**src/rtl/ps2_host_tx.sv**
```systemverilog
`default_nettype none
// ============================================================================
// ps2_host_tx : PS/2 host-to-device command byte transmitter
//               (open-collector drive-low enables, ACK/NACK and timeout)
// Revision    : 1.0
// ============================================================================
module ps2_host_tx #(
  parameter int INHIBIT_CYCLES = 10000,
  parameter int REQ_CYCLES     = 16,
  parameter int TIMEOUT_CYCLES = 2000000
) (
  input  logic       clk,
  input  logic       rst,
  input  logic       start,
  input  logic [7:0] data_in,
  input  logic       ps2_clk_i,
  input  logic       ps2_data_i,
  output logic       ps2_clk_oe,
  output logic       ps2_data_oe,
  output logic       busy,
  output logic       done,
  output logic       ack_err,
  output logic       timeout_err
);

  localparam int c_max_cycles =
    (TIMEOUT_CYCLES > INHIBIT_CYCLES) ?
      ((TIMEOUT_CYCLES > REQ_CYCLES) ? TIMEOUT_CYCLES : REQ_CYCLES) :
      ((INHIBIT_CYCLES > REQ_CYCLES) ? INHIBIT_CYCLES : REQ_CYCLES);
  localparam int c_cnt_w = $clog2(c_max_cycles + 1);

  localparam logic [c_cnt_w-1:0] c_inhibit_last = c_cnt_w'(INHIBIT_CYCLES - 1);
  localparam logic [c_cnt_w-1:0] c_req_last     = c_cnt_w'(REQ_CYCLES - 1);
  localparam logic [c_cnt_w-1:0] c_timeout_last = c_cnt_w'(TIMEOUT_CYCLES - 1);
  localparam logic [c_cnt_w-1:0] c_cnt_one      = c_cnt_w'(1);

  typedef enum logic [2:0] {
    S_IDLE      = 3'd0,
    S_INHIBIT   = 3'd1,
    S_REQ       = 3'd2,
    S_SEND      = 3'd3,
    S_WAIT_ACK  = 3'd4,
    S_WAIT_IDLE = 3'd5
  } state_t;

  state_t             state_q, state_d;
  logic [c_cnt_w-1:0] cnt_q, cnt_d;
  logic [3:0]         bit_q, bit_d;
  logic [7:0]         data_q, data_d;
  logic               parity_q, parity_d;
  logic               clk_oe_q, clk_oe_d;
  logic               data_oe_q, data_oe_d;
  logic               busy_q, busy_d;
  logic               done_q, done_d;
  logic               ack_err_q, ack_err_d;
  logic               timeout_err_q, timeout_err_d;
  logic               clk_meta_q, clk_meta_d;
  logic               clk_sync_q, clk_sync_d;
  logic               clk_prev_q, clk_prev_d;
  logic               data_meta_q, data_meta_d;
  logic               data_sync_q, data_sync_d;
  logic               fe_q, fe_d;

  always_comb begin
    state_d       = state_q;
    cnt_d         = cnt_q;
    bit_d         = bit_q;
    data_d        = data_q;
    parity_d      = parity_q;
    clk_oe_d      = clk_oe_q;
    data_oe_d     = data_oe_q;
    busy_d        = busy_q;
    done_d        = 1'b0;
    ack_err_d     = ack_err_q;
    timeout_err_d = timeout_err_q;

    clk_meta_d  = ps2_clk_i;
    clk_sync_d  = clk_meta_q;
    clk_prev_d  = clk_sync_q;
    data_meta_d = ps2_data_i;
    data_sync_d = data_meta_q;
    fe_d        = clk_prev_q & ~clk_sync_q;

    case (state_q)
      S_IDLE: begin
        if (start) begin
          data_d        = data_in;
          parity_d      = ~^data_in;
          ack_err_d     = 1'b0;
          timeout_err_d = 1'b0;
          busy_d        = 1'b1;
          clk_oe_d      = 1'b1;
          data_oe_d     = 1'b0;
          cnt_d         = '0;
          state_d       = S_INHIBIT;
        end
      end

      S_INHIBIT: begin
        if (cnt_q == c_inhibit_last) begin
          cnt_d     = '0;
          data_oe_d = 1'b1;
          state_d   = S_REQ;
        end else begin
          cnt_d = cnt_q + c_cnt_one;
        end
      end

      S_REQ: begin
        // Releasing the clock with data held low presents the start bit.
        if (cnt_q == c_req_last) begin
          cnt_d    = '0;
          clk_oe_d = 1'b0;
          bit_d    = 4'd0;
          state_d  = S_SEND;
        end else begin
          cnt_d = cnt_q + c_cnt_one;
        end
      end

      S_SEND, S_WAIT_ACK, S_WAIT_IDLE: begin
        if (cnt_q == c_timeout_last) begin
          clk_oe_d      = 1'b0;
          data_oe_d     = 1'b0;
          timeout_err_d = 1'b1;
          done_d        = 1'b1;
          busy_d        = 1'b0;
          cnt_d         = '0;
          state_d       = S_IDLE;
        end else begin
          cnt_d = fe_q ? '0 : cnt_q + c_cnt_one;
          case (state_q)
            S_SEND: begin
              if (fe_q) begin
                if (bit_q < 4'd8) begin
                  data_oe_d = ~data_q[bit_q[2:0]];
                end else if (bit_q == 4'd8) begin
                  data_oe_d = ~parity_q;
                end else begin
                  data_oe_d = 1'b0;
                  state_d   = S_WAIT_ACK;
                end
                bit_d = bit_q + 4'd1;
              end
            end
            S_WAIT_ACK: begin
              if (fe_q) begin
                ack_err_d = data_sync_q;
                state_d   = S_WAIT_IDLE;
              end
            end
            S_WAIT_IDLE: begin
              // Only line levels matter here; stray clock edges are ignored.
              if (clk_sync_q && data_sync_q) begin
                done_d  = 1'b1;
                busy_d  = 1'b0;
                cnt_d   = '0;
                state_d = S_IDLE;
              end
            end
            default: begin
            end
          endcase
        end
      end

      default: begin
        clk_oe_d  = 1'b0;
        data_oe_d = 1'b0;
        busy_d    = 1'b0;
        state_d   = S_IDLE;
      end
    endcase
  end

  always_ff @(posedge clk) begin
    if (rst) begin
      state_q       <= S_IDLE;
      cnt_q         <= '0;
      bit_q         <= 4'd0;
      data_q        <= 8'd0;
      parity_q      <= 1'b0;
      clk_oe_q      <= 1'b0;
      data_oe_q     <= 1'b0;
      busy_q        <= 1'b0;
      done_q        <= 1'b0;
      ack_err_q     <= 1'b0;
      timeout_err_q <= 1'b0;
      clk_meta_q    <= 1'b1;
      clk_sync_q    <= 1'b1;
      clk_prev_q    <= 1'b1;
      data_meta_q   <= 1'b1;
      data_sync_q   <= 1'b1;
      fe_q          <= 1'b0;
    end else begin
      state_q       <= state_d;
      cnt_q         <= cnt_d;
      bit_q         <= bit_d;
      data_q        <= data_d;
      parity_q      <= parity_d;
      clk_oe_q      <= clk_oe_d;
      data_oe_q     <= data_oe_d;
      busy_q        <= busy_d;
      done_q        <= done_d;
      ack_err_q     <= ack_err_d;
      timeout_err_q <= timeout_err_d;
      clk_meta_q    <= clk_meta_d;
      clk_sync_q    <= clk_sync_d;
      clk_prev_q    <= clk_prev_d;
      data_meta_q   <= data_meta_d;
      data_sync_q   <= data_sync_d;
      fe_q          <= fe_d;
    end
  end

  assign ps2_clk_oe  = clk_oe_q;
  assign ps2_data_oe = data_oe_q;
  assign busy        = busy_q;
  assign done        = done_q;
  assign ack_err     = ack_err_q;
  assign timeout_err = timeout_err_q;

endmodule
`default_nettype wire

```
**config.mk**
```make
export PLATFORM = sky130hd
export DESIGN_NAME = ps2_host_tx
export DESIGN_NICKNAME = d
export VERILOG_FILES = /design/src/rtl/ps2_host_tx.sv
export SDC_FILE = /design/constraint.sdc
export NUM_CORES = 1
export LEC_CHECK = 0
export CELL_PAD_IN_SITES_DETAIL_PLACEMENT = 1
export CELL_PAD_IN_SITES_GLOBAL_PLACEMENT = 2
export CORE_MARGIN = 2
export CORE_UTILIZATION = 35
export DETAILED_ROUTE_END_ITERATION = 16
export GPL_TIMING_DRIVEN = 0
export HOLD_SLACK_MARGIN = 0.06
export PLACE_DENSITY_LB_ADDON = 0.1
export SKIP_LAST_GASP = 1
export SLEW_MARGIN = 10
export SYNTH_ARGS = -nofsm -noshare
export SYNTH_HDL_FRONTEND = slang
export SYNTH_SLANG_ARGS = --single-unit
export TNS_END_PERCENT = 10
```
**constraint.sdc**
```tcl
create_clock -name clk -period 3.2 [get_ports clk]
set_clock_uncertainty 0.2 [all_clocks]
set_input_delay 0.32 -clock clk [delete_from_list [all_inputs] [get_ports clk]]
set_output_delay 0.32 -clock clk [all_outputs]
set_load 0.01 [all_outputs]
```
==> metrics.md, run 1 <==
| Metric | Value |
|---|---|
| Fin Setup TNS | 0 ns |
| Vias | 2140 |
| Vias in the first global route | 2046 |
| Register share of total power | 46.4% |
| Startpoint Class | flop |
| Initial DRC Count | 57 |
| Layout area overhead | 16.7% |
| Status | finished clean |
| Initial antenna violation count | 0 |
| Fin area | 2960 um^2 |
| P_int | 1.02 mW |
| Power Total | 1.44 mW |
| Max Freq | 333 MHz |
| Largest net degree at the start of global routing | 16 |
| Syn avg cell area | 8.32 um^2 |
| Commonest non-fill, non-tap cell in the layout | nor2_1 |
| DRC | 0 |
| Sw Share | 29.3% |
| Ys async rst share | 0% |
| Core Box Area | 7140 um^2 |
| Final hold violations | 0 |
| Lkg Pwr | 1.01 nW |
| Clock power share | 33.2% |
| Reg clk slew, reported paths | 0.10 ns |
| Commonest non-fill, non-tap cells in the layout | nor2_1 (54), dfxtp_1 (49), nand2_1 (36), xnor2_1 (19), clkdlybuf4s50_1 (18) |
| Syn_nets | 321 |
| Cell breakdown of the critical path | ha_1 > or3b_4 > or3_4 > nor4b_4 > o31ai_2 > o21bai_4 > buf_6 > nor2_1 |
| CTS H-Tree Depth | 2 |
| Area after DPL | 2840 um^2 |
| Fin crit share | 93.8% |
| Post-synth EDFFs | 0 |
| Fillers | 889 |
| RSZ-0062 raised after global routing | false |
| Antenna-violating nets left | 0 |
| # placed instances | 422 |
| I/O Pins | 19 |
| Worst slack at placement | 0.190 ns |
| PwrDens | 487 nW/um^2 |
| Final net count | 346 |
| # rows | 31 |
| Root buffer cell | clkbuf_8 |
| Worst-Margin Slew | 0.924 ns |
| Netlist cell types | 49 |
| Routed len/inst | 14.8 um |
| Mapped Cells | 305 |
| Overall routing resource usage | 17.2% |
| Die Y-Extent | 89.1 um |
| Cell area after synthesis | 2540 um^2 |
| Initial Util | 35.5% |
| First-pass GRT wire length | 10500 um |
| Post-layout util | 41.5% |
| I/O Buffers | 18 |
| Clock sink total | 49 |
| Combinational Power Share | 20.4% |
| Worst Hold Class | reg -> reg |
| CTS Hold Bufs | 0 |
| DIE WIDTH | 89.1 um |
| Flip-flop and latch area | 981 um^2 |
| Drt total wl | 6360 um |
| Arrival time at the worst endpoint | 3.01 ns |
| Remaining global-route overflow | 0 |
| DP Wirelength | 4830 um |
| Die Footprint | 7940 um^2 |
| Crit Path Category | reg -> reg |
| TritonCTS clock tree | yes |
| Yosys Warn Count | 0 |
| Max Cap Violations | 0 |
| Crit Path Max Fanout | 10 |
| Slew HR | 37.9% |
| Multi-input logic area | 1450 um^2 |
| NetSw | 0.423 mW |
| CTS buffer count | 5 |
| Final Critical Period | 3.00 ns |
| CP endpoint kind | flop |
| Drt first pass iters | 4 |
| Layout cells sized above 1 | 9.37% |
| Post-CTS Setup Bufs | 0 |
| Clk_lat worst skew | 0.30 ns |
| Post-cts sizing count | 0 |
| Layout Cells excl Fill | 430 |
| Final setup violating endpoints | 0 |
| Max stage delay on crit path | 0.52 ns |
| Max Buffers Root-to-Sink | 2 |
| Final WS setup | 0.198 ns |
| Top FF cell, synth | dfxtp_1 |
| WHS | 0.219 ns |
| Synthesis-stage register bit count | 49 |
| WP data required | 3.21 ns |
| Worst path slowest cell | nor4b_4 |
| Max rail drop VDD | 0.000196 V |
| Max-slew violation count | 0 |
| Register area share after synthesis | 38.7% |
| Via-per-instance ratio | 4.98 |
| GPL Wtd Cong | 0.785 |
| N_diodes | 0 |
[power by group through the flow]
stage,Clock (mW),Combinational [mW],Sequential [mW]
detailed placement,0,0.297,0.684
CTS,0.490,0.297,0.670
global placement,0,0.293,0.683
floorplan,0,0.199,0.680
global route,0.519,0.332,0.675
finish,0.479,0.295,0.669
[final timing paths]
check	slack, ns	depth (start not counted)	end	startpoint
hold / removal	0.22	1	clk_prev_d	clk_meta_q
setup reg to reg	0.20	8	cnt_q[18]	cnt_q[0]
hold reg to reg	0.22	1	clk_prev_d	clk_meta_q
setup / recovery	0.20	8	cnt_q[18]	cnt_q[0]
[critical path: cells and delay by family (launching register included)]
| family | cells | cell delay, ns |
|---|---|---|
| simple gates | 4 | 1.43 |
| flops | 1 | 0.46 |
| compound gates | 2 | 0.32 |
| fa+ha+maj | 1 | 0.31 |
| buf+inv | 1 | 0.18 |
[cells by family after synthesis]
group	synth area share, %
multiplexers	3.01
adder cells (fa/ha/maj)	1.48
buffers and inverters	4.14
AO/OA/AOI/OAI	12.6
flip-flops	38.7
AND/OR/NAND/NOR	30.8
XOR/XNOR	9.32
[sequential cells by signal (all words and copies together) (netlist names)]
register and flops:
cnt_q 21, fe_q 1, data_sync_q 1, ps2_clk_oe 1
done 1, state_q 3, bit_q 4, ack_err 1
clk_prev_d 1, timeout_err 1, busy 1, data_meta_q 1
clk_prev_q 1, data_q 8, parity_q 1, ps2_data_oe 1
clk_meta_q 1
[cells in the mapped netlist, drive strengths merged (7+ instances only)]
cell type / number / area share [%]
nand3: 8 / 1.8
xor2: 8 / 2.8
nor2: 54 / 8.0
nand2: 36 / 5.3
xnor2: 19 / 6.6
nand4: 13 / 3.2
dfxtp: 49 / 39
clkbuf: 9 / 1.3
a21oi: 17 / 3.4
inv: 13 / 1.9
nor3: 12 / 2.4
o21ai: 7 / 1.5
[area by class of cell]
class / instances / share of cell area, %
plain buffers: 11 / 1.90
clock buffers: 6 / 2.79
clock inverters: 2 / 1.27
inverters: 13 / 1.65
multi-input cells: 232 / 49.0
flip-flops and latches: 49 / 33.1
well taps: 99 / 4.18
repair buffers: 18 / 6.09
[layer usage]
| metal | vias to the layer above | GRT usage, % | part of all wire, % |
|---|---|---|---|
| met5 | - | 0 | 0 |
| met1 | 1012 | 25.3 | 53 |
| met4 | 0 | 4.48 | 0.97 |
| met3 | 4 | 2.49 | 1.9 |
| li1 | 1100 | - | - |
| met2 | 24 | 26.5 | 44 |
Power figures use the tool's default switching activity.
==> run 2: changes to the inputs <==
--- a/config.mk
+++ b/config.mk
@@ -5,6 +5,7 @@
 export SDC_FILE = /design/constraint.sdc
 export NUM_CORES = 1
 export LEC_CHECK = 0
+export ABC_CLOCK_PERIOD_IN_PS = 3200
 export CELL_PAD_IN_SITES_DETAIL_PLACEMENT = 1
 export CELL_PAD_IN_SITES_GLOBAL_PLACEMENT = 2
 export CORE_MARGIN = 2
==> constraint.sdc (replaced) <==
create_clock -name clk -period 3.2 [get_ports clk]
set_clock_uncertainty 0.2 [all_clocks]
set_input_delay 0.32 -clock clk [delete_from_list [all_inputs] [get_ports clk]]
set_output_delay 0.32 -clock clk [all_outputs]
set_load 0.05 [all_outputs]
==> results of run 2 <==
Same layout as run 1 (identical final DEF). Status: finished clean.
Among the figures that moved: total power 1.44 mW -> 1.47 mW; worst IR drop on VDD 0.000196 V -> 0.000197 V
